File: src/rtl/imem_boot_loader_pkg.sv
// Shared definitions for the instruction-memory boot loader: state encoding,
// default fill word and the word-index width helper.
package imem_boot_pkg;

   localparam logic [1:0] ST_CLEAR = 2'd0;
   localparam logic [1:0] ST_LOAD  = 2'd1;
   localparam logic [1:0] ST_RUN   = 2'd2;

   typedef enum logic [1:0] {
      CLEAR = ST_CLEAR,
      LOAD  = ST_LOAD,
      RUN   = ST_RUN
   } state_t;

   localparam logic [31:0] DEFAULT_FILL_WORD = 32'h0000_0000;

   // Keeps single-entry memories from collapsing the index to zero bits.
   function automatic int idx_w(input int depth);
      return (depth > 1) ? $clog2(depth) : 1;
   endfunction

endpackage

File: src/rtl/imem_boot_loader_if.sv
// Load stream and CPU fetch port of the boot-loading instruction memory.
// master = program source / CPU side, slave = the memory block.
interface imem_boot_loader_if #(
   parameter int DATA_W = 32,
   parameter int ADDR_W = 32
);

   logic              load_valid;
   logic              load_ready;
   logic [ADDR_W-1:0] load_addr;
   logic [DATA_W-1:0] load_data;
   logic              load_last;
   logic [ADDR_W-1:0] fetch_addr;
   logic [DATA_W-1:0] fetch_data;

   modport master (
      output load_valid, load_addr, load_data, load_last, fetch_addr,
      input  load_ready, fetch_data
   );

   modport slave (
      input  load_valid, load_addr, load_data, load_last, fetch_addr,
      output load_ready, fetch_data
   );

endinterface

File: src/rtl/imem_boot_loader_array.sv
// Instruction storage: one synchronous write port and one asynchronous read
// port. Contents are never reset; the loader's clear pass initialises them.
module imem_array #(
   parameter int DATA_W = 32,
   parameter int DEPTH  = 64,
   parameter int IDX_W  = 6
) (
   input  logic              clk,
   input  logic              we,
   input  logic [IDX_W-1:0]  waddr,
   input  logic [DATA_W-1:0] wdata,
   input  logic [IDX_W-1:0]  raddr,
   output logic [DATA_W-1:0] rdata
);

   logic [DATA_W-1:0] mem [DEPTH];

   always_ff @(posedge clk) begin
      if (we) begin
         mem[waddr] <= wdata;
      end
   end

   assign rdata = mem[raddr];

endmodule

File: src/rtl/imem_boot_loader.sv
// Instruction memory with a clear -> load -> run boot sequence; holds the CPU
// in reset until the final load beat has been accepted.
module imem_boot_loader
   import imem_boot_pkg::*;
#(
   parameter int                DATA_W    = 32,
   parameter int                ADDR_W    = 32,
   parameter int                DEPTH     = 64,
   parameter logic [DATA_W-1:0] FILL_WORD = DATA_W'(DEFAULT_FILL_WORD)
) (
   input  logic                         clk,
   input  logic                         rst,
   imem_boot_loader_if.slave            bus,
   input  logic                         reload,
   output logic                         cpu_rst,
   output logic                         load_err,
   output logic [$clog2(DEPTH+1)-1:0]   words_loaded
);

   localparam int IDX_W = idx_w(DEPTH);
   localparam int CNT_W = $clog2(DEPTH + 1);

   state_t             state_q, state_d;
   logic [IDX_W-1:0]   clear_idx_q, clear_idx_d;
   logic [CNT_W-1:0]   words_q, words_d;
   logic               err_q, err_d;
   logic               cpu_rst_q, cpu_rst_d;

   logic               load_legal;
   logic               fetch_in_range;
   logic               accept;
   logic               we;
   logic [IDX_W-1:0]   waddr;
   logic [DATA_W-1:0]  wdata;
   logic [DATA_W-1:0]  rdata;
   logic               unused_fetch_lsb;

   // DEPTH is a power of two, so "index < DEPTH" means every bit above the index is zero.
   assign load_legal     = (bus.load_addr[1:0] == 2'b00) &&
                           (bus.load_addr[ADDR_W-1:IDX_W+2] == '0);
   assign fetch_in_range = (bus.fetch_addr[ADDR_W-1:IDX_W+2] == '0);
   assign accept         = bus.load_valid && (state_q == LOAD);
   assign unused_fetch_lsb = ^bus.fetch_addr[1:0];

   always_ff @(posedge clk or posedge rst) begin
      if (rst) begin
         state_q     <= CLEAR;
         clear_idx_q <= '0;
         words_q     <= '0;
         err_q       <= 1'b0;
         cpu_rst_q   <= 1'b1;
      end else begin
         state_q     <= state_d;
         clear_idx_q <= clear_idx_d;
         words_q     <= words_d;
         err_q       <= err_d;
         cpu_rst_q   <= cpu_rst_d;
      end
   end

   always_comb begin
      state_d     = state_q;
      clear_idx_d = clear_idx_q;
      words_d     = words_q;
      err_d       = err_q;
      unique case (state_q)
         CLEAR: begin
            clear_idx_d = clear_idx_q + 1'b1;
            if (clear_idx_q == IDX_W'(DEPTH - 1)) begin
               state_d = LOAD;
            end
         end
         LOAD: begin
            if (accept) begin
               if (load_legal) begin
                  if (words_q != CNT_W'(DEPTH)) begin
                     words_d = words_q + 1'b1;
                  end
               end else begin
                  err_d = 1'b1;
               end
               if (bus.load_last) begin
                  state_d = RUN;
               end
            end
         end
         RUN: begin
            if (reload) begin
               state_d     = CLEAR;
               clear_idx_d = '0;
               words_d     = '0;
               err_d       = 1'b0;
            end
         end
         default: state_d = CLEAR;
      endcase
      cpu_rst_d = (state_d != RUN);
   end

   // The single write port is shared: clear pass first, then accepted legal beats.
   always_comb begin
      bus.load_ready = (state_q == LOAD);
      we             = 1'b0;
      waddr          = clear_idx_q;
      wdata          = FILL_WORD;
      if (state_q == CLEAR) begin
         we = 1'b1;
      end else if (state_q == LOAD) begin
         we    = accept && load_legal;
         waddr = bus.load_addr[IDX_W+1:2];
         wdata = bus.load_data;
      end
      bus.fetch_data = (state_q == RUN && fetch_in_range) ? rdata : FILL_WORD;
   end

   imem_array #(
      .DATA_W (DATA_W),
      .DEPTH  (DEPTH),
      .IDX_W  (IDX_W)
   ) u_array (
      .clk   (clk),
      .we    (we),
      .waddr (waddr),
      .wdata (wdata),
      .raddr (bus.fetch_addr[IDX_W+1:2]),
      .rdata (rdata)
   );

   assign cpu_rst      = cpu_rst_q;
   assign load_err     = err_q;
   assign words_loaded = words_q;

endmodule

File: src/flat_wrapper.sv
// flat-port wrapper written by rule: the top's interface ports become plain ports
module imem_boot_loader_flat import imem_boot_pkg::*;
#(
   parameter int                DATA_W    = 32,
   parameter int                ADDR_W    = 32,
   parameter int                DEPTH     = 64,
   parameter logic [DATA_W-1:0] FILL_WORD = DATA_W'(DEFAULT_FILL_WORD)
)
  (clk, rst, reload, cpu_rst, load_err, words_loaded, bus_load_valid, bus_load_addr, bus_load_data, bus_load_last, bus_fetch_addr, bus_load_ready, bus_fetch_data);
  imem_boot_loader_if #(.DATA_W(DATA_W), .ADDR_W(ADDR_W)) bus_i ();
  input  logic clk;
  input  logic rst;
  input  logic reload;
  output logic cpu_rst;
  output logic load_err;
  output logic [$clog2(DEPTH+1)-1:0] words_loaded;
  input wire logic [$bits(bus_i.load_valid)-1:0] bus_load_valid;
  input wire logic [$bits(bus_i.load_addr)-1:0] bus_load_addr;
  input wire logic [$bits(bus_i.load_data)-1:0] bus_load_data;
  input wire logic [$bits(bus_i.load_last)-1:0] bus_load_last;
  input wire logic [$bits(bus_i.fetch_addr)-1:0] bus_fetch_addr;
  output wire logic [$bits(bus_i.load_ready)-1:0] bus_load_ready;
  output wire logic [$bits(bus_i.fetch_data)-1:0] bus_fetch_data;
  assign bus_i.load_valid = bus_load_valid;
  assign bus_i.load_addr = bus_load_addr;
  assign bus_i.load_data = bus_load_data;
  assign bus_i.load_last = bus_load_last;
  assign bus_i.fetch_addr = bus_fetch_addr;
  assign bus_load_ready = bus_i.load_ready;
  assign bus_fetch_data = bus_i.fetch_data;
  imem_boot_loader #(.DATA_W(DATA_W), .ADDR_W(ADDR_W), .DEPTH(DEPTH), .FILL_WORD(FILL_WORD)) u_core (.clk(clk), .rst(rst), .bus(bus_i), .reload(reload), .cpu_rst(cpu_rst), .load_err(load_err), .words_loaded(words_loaded));
endmodule
File: config.mk
export PLATFORM = sky130hd
export DESIGN_NAME = imem_boot_loader_flat
export DESIGN_NICKNAME = d
export VERILOG_FILES = /design/src/rtl/imem_boot_loader_pkg.sv /design/src/rtl/imem_boot_loader_if.sv /design/src/rtl/imem_boot_loader_array.sv /design/src/rtl/imem_boot_loader.sv /design/src/flat_wrapper.sv
export SDC_FILE = /design/constraint.sdc
export NUM_CORES = 2
export LEC_CHECK = 0
export CAP_MARGIN = 20
export CORE_UTILIZATION = 40
export DETAILED_ROUTE_END_ITERATION = 10
export PLACE_DENSITY = 0.55
export REMOVE_ABC_BUFFERS = 1
export SETUP_SLACK_MARGIN = 0.4
export SLEW_MARGIN = 25
export SYNTH_ARGS = -nofsm -noshare
export SYNTH_HDL_FRONTEND = slang
export SYNTH_HIERARCHICAL = 1
export SYNTH_SLANG_ARGS = --single-unit
File: constraint.sdc
create_clock -name clk -period 6.15 [get_ports clk]
set_clock_uncertainty 0.2 [all_clocks]
set_input_delay 1.23 -clock clk [delete_from_list [all_inputs] [get_ports clk]]
set_output_delay 1.23 -clock clk [all_outputs]
set_load 0.05 [all_outputs]
==> metrics <==
outcome complete, no violations; vias in the first global route 38930; Clk Latency, worst-skew pair between 0.8 and 0.9 ns; Final HPWL DP approximately 110000 um; most common cell in the netlist edfxtp_1; switch share between 20% and 30%; Max IR drop VDD ~250 uV; Tot GR Track Use approximately a fifth; via count 37850; Hold Path Class reg -> reg; P_leak ~29 nW; Yosys warnings 6; initial core utilization around two fifths; Pwr per Cell Area approximately 360 nW/um2; Net Switching 0.008219 W; GRT Residual Overflow 0; CP Capture Type output pin; Area contributors post-synth edfxtp_1, mux4_2, mux2i_1, nor2_1, o22ai_1; CTS H-Tree Depth 4; highest clock rate 0.1775 GHz; Die H 447.8 um; period utilization 91.61%; Sequential Power Share around half; main flop type after synthesis edfxtp_1; worst relative slew slack 38.41%; arrival time worst endpoint approximately 4.2 ns; CP required about 4.7 ns; WS Path Type in -> out; Tightest Pin Transition about 0.92 ns; CTS buffer count between 200 and 250; Pre-Repair DR Iteration Count 5; EDFF count, synth 2048; Seq/Total Area, Yosys 77.88%; first-pass GRT wire length ~290000 um; pin count of the biggest net entering global routing 65; synthesized area 79510 um2; Routed WL per cell between 30 and 40 um; Filler Cells Inserted 16380; final net count between 3000 and 4000; area grow syn2layout 16.47%; Pwr Total about 0.033 W; cell taking the most area after synthesis edfxtp_1; Fin. Hold Viols 0; #FFs+latches synth roughly 2100; final slew viol count 0; syn_area_per_cell around 23 um2; crit start category primary input; clk sink count 2065; overall routed net length between 200000 and 250000 um; Clock power frac between 30% and 40%; synth unique cells 55; Gate power share between 10% and 20%; CTS Root Cell clkbuf_16; clock tree buffer depth 3; hold_sp u_core/clear_idx_q[0]$_DFFE_PP0P_; routed vias/inst approximately 5.7; CTS tree built; Tmin final 5.634 ns; crit path launch bus_fetch_addr[7]; final std cells w/o fill approximately 6700; Max FO, Critical Path 12; postcts setup bufs 0; RSZ-0062 raised after global routing false; FF-to-FF Start u_core/state_q[0]$_DFF_PP0_; core area around 200000 um2; Post-Place Cells 6290; Pint roughly 0.025 W; Hold WS approximately 0.35 ns; top cell type's share of synthesized area between 70 and 80%; DRT iter0 DRCs between 3000 and 4000; initial antenna violation count 6; Syn Inst Count about 3500; GPL Wtd Cong about 0.8; cell row count about 160; # IOs about 140; die width roughly 450 um; Max Cap Viol 0; Final setup viols 0; I/O Buffers 140; # DRC 0; die area 200600 um2; clock-pin transition on the worst setup and hold timing paths 0.06 ns; number of routed nets with antenna violations 0; most frequent cells after synthesis edfxtp_1, mux4_2, nor2_1; Post-synth ARST share 0.8232%; share of post-route cells with drive strength above 1 about 29%
power by group through the flow:
stage                     logic [W]  clock network (W)  registers (W)
after CTS                   0.00394             0.0124         0.0172
after floorplan             0.00176                  0         0.0175
after detailed placement    0.00393                  0         0.0175
after global routing        0.00409             0.0129         0.0172
after global placement      0.00388                  0         0.0174
final                       0.00387             0.0122         0.0172
cells in the final DEF, fill, tap and decap left out, types with 6 or more instances in the layout:
cell type        instances
a21oi_1                 71
a22oi_1                 12
a311oi_1                 8
and2_1                  34
and2_2                  29
buf_12                  67
buf_4                  162
bufinv_16               14
clkbuf_1                44
clkbuf_16              212
clkdlybuf4s50_1        103
clkinv_1                47
clkinv_2                48
dfrtp_1                 16
diode_2                 11
edfxtp_1              2048
inv_1                   10
mux2_2                   6
mux2i_1                 94
mux4_2                 544
nand2_1                 41
nand2b_1                 9
nand3_1                 13
nor2_1                  84
nor2_4                  62
nor2b_1                 14
nor3_1                  11
nor4_1                  16
o21ai_0                  8
o221ai_1                27
o22ai_1                 84
final timing paths:
check / slack (ns) / cells past startpoint / to
hold / removal: 0.35 / 1 / u_core/clear_idx_q[0]$_DFFE_PP0P_
hold reg to reg: 0.35 / 1 / u_core/clear_idx_q[0]$_DFFE_PP0P_
min in group asynchronous: 0.62 / 2 / u_core/words_loaded[1]$_DFFE_PP0P_
setup / recovery: 0.52 / 10 / bus_fetch_data[24]
setup reg to reg: 2.14 / 5 / u_core/u_array/mem[41][17]$_DFFE_PP_
max in group asynchronous: 4.68 / 2 / u_core/state_q[1]$_DFF_PP0_
layer usage:
layer	global-route usage, %	vias to the layer above	share of wire, %
li1	-	15670	-
met1	28.49	20810	42
met2	33.81	1108	50
met3	2.956	254	5.4
met4	5.900	0	2.3
met5	0	-	0
worst max-delay path, stage by stage:
cell             delay [ns]
clkdlybuf4s50_1        0.44
buf_12                 0.19
or3b_1                 0.52
buf_4                  0.25
o221ai_1               0.10
a21oi_1                0.45
a21oi_1                0.20
nor2_1                 0.38
and2_1                 0.24
buf_12                 0.14
cell families after synthesis:
kind of cell    count (synthesis)  synth area share [%]
flops                        2065                 77.88
simple gates                  352                 2.180
buf+inv                       206                 1.259
fa+ha+maj                       3               0.04721
mux                           644                 16.68
compound gates                238                 1.953
layout make-up:
| class | count | area, um2 | share of cell area, % |
|---|---|---|---|
| repair buffers | 338 | 3677 | 3.971 |
| flip-flops and latches | 2065 | 61930 | 66.87 |
| well taps | 2640 | 3303 | 3.567 |
| clock inverters | 125 | 1022 | 1.104 |
| clock buffers | 256 | 5470 | 5.907 |
| multi-input cells | 1237 | 17140 | 18.51 |
| inverters | 10 | 37.54 | 0.04053 |
| diodes | 11 | 27.53 | 0.02973 |
state kept, by name, summed over array words and instances, names as in the netlist:
signal	flops
u_core/clear_idx_q	6
u_core/cpu_rst	1
u_core/load_err	1
u_core/state_q	2
u_core/u_array/mem	2048
u_core/words_loaded	7
stage by stage:
| stage | TNS (ns) | instance area [um2] | worst slack [ns] | util, % |
|---|---|---|---|---|
| after floorplan | -2.347 | 78550 | -0.04017 | - |
| after global placement | 0 | 86030 | 0.4631 | 43.58 |
| after detailed placement | 0 | 86070 | 0.4599 | 43.60 |
| after CTS | 0 | 92560 | 0.4484 | 46.88 |
| after global routing | 0 | 92590 | 0.4598 | 46.90 |
| final | 0 | 92600 | 0.5160 | 46.91 |
repair_timing:
item                                    in CTS  in global routing
hold endpoints to repair                     0                  0
endpoints found under the setup margin       0                  3
gates resized for setup                      0                  3
hold buffers                                 0                  0
Power figures use the tool's default switching activity.
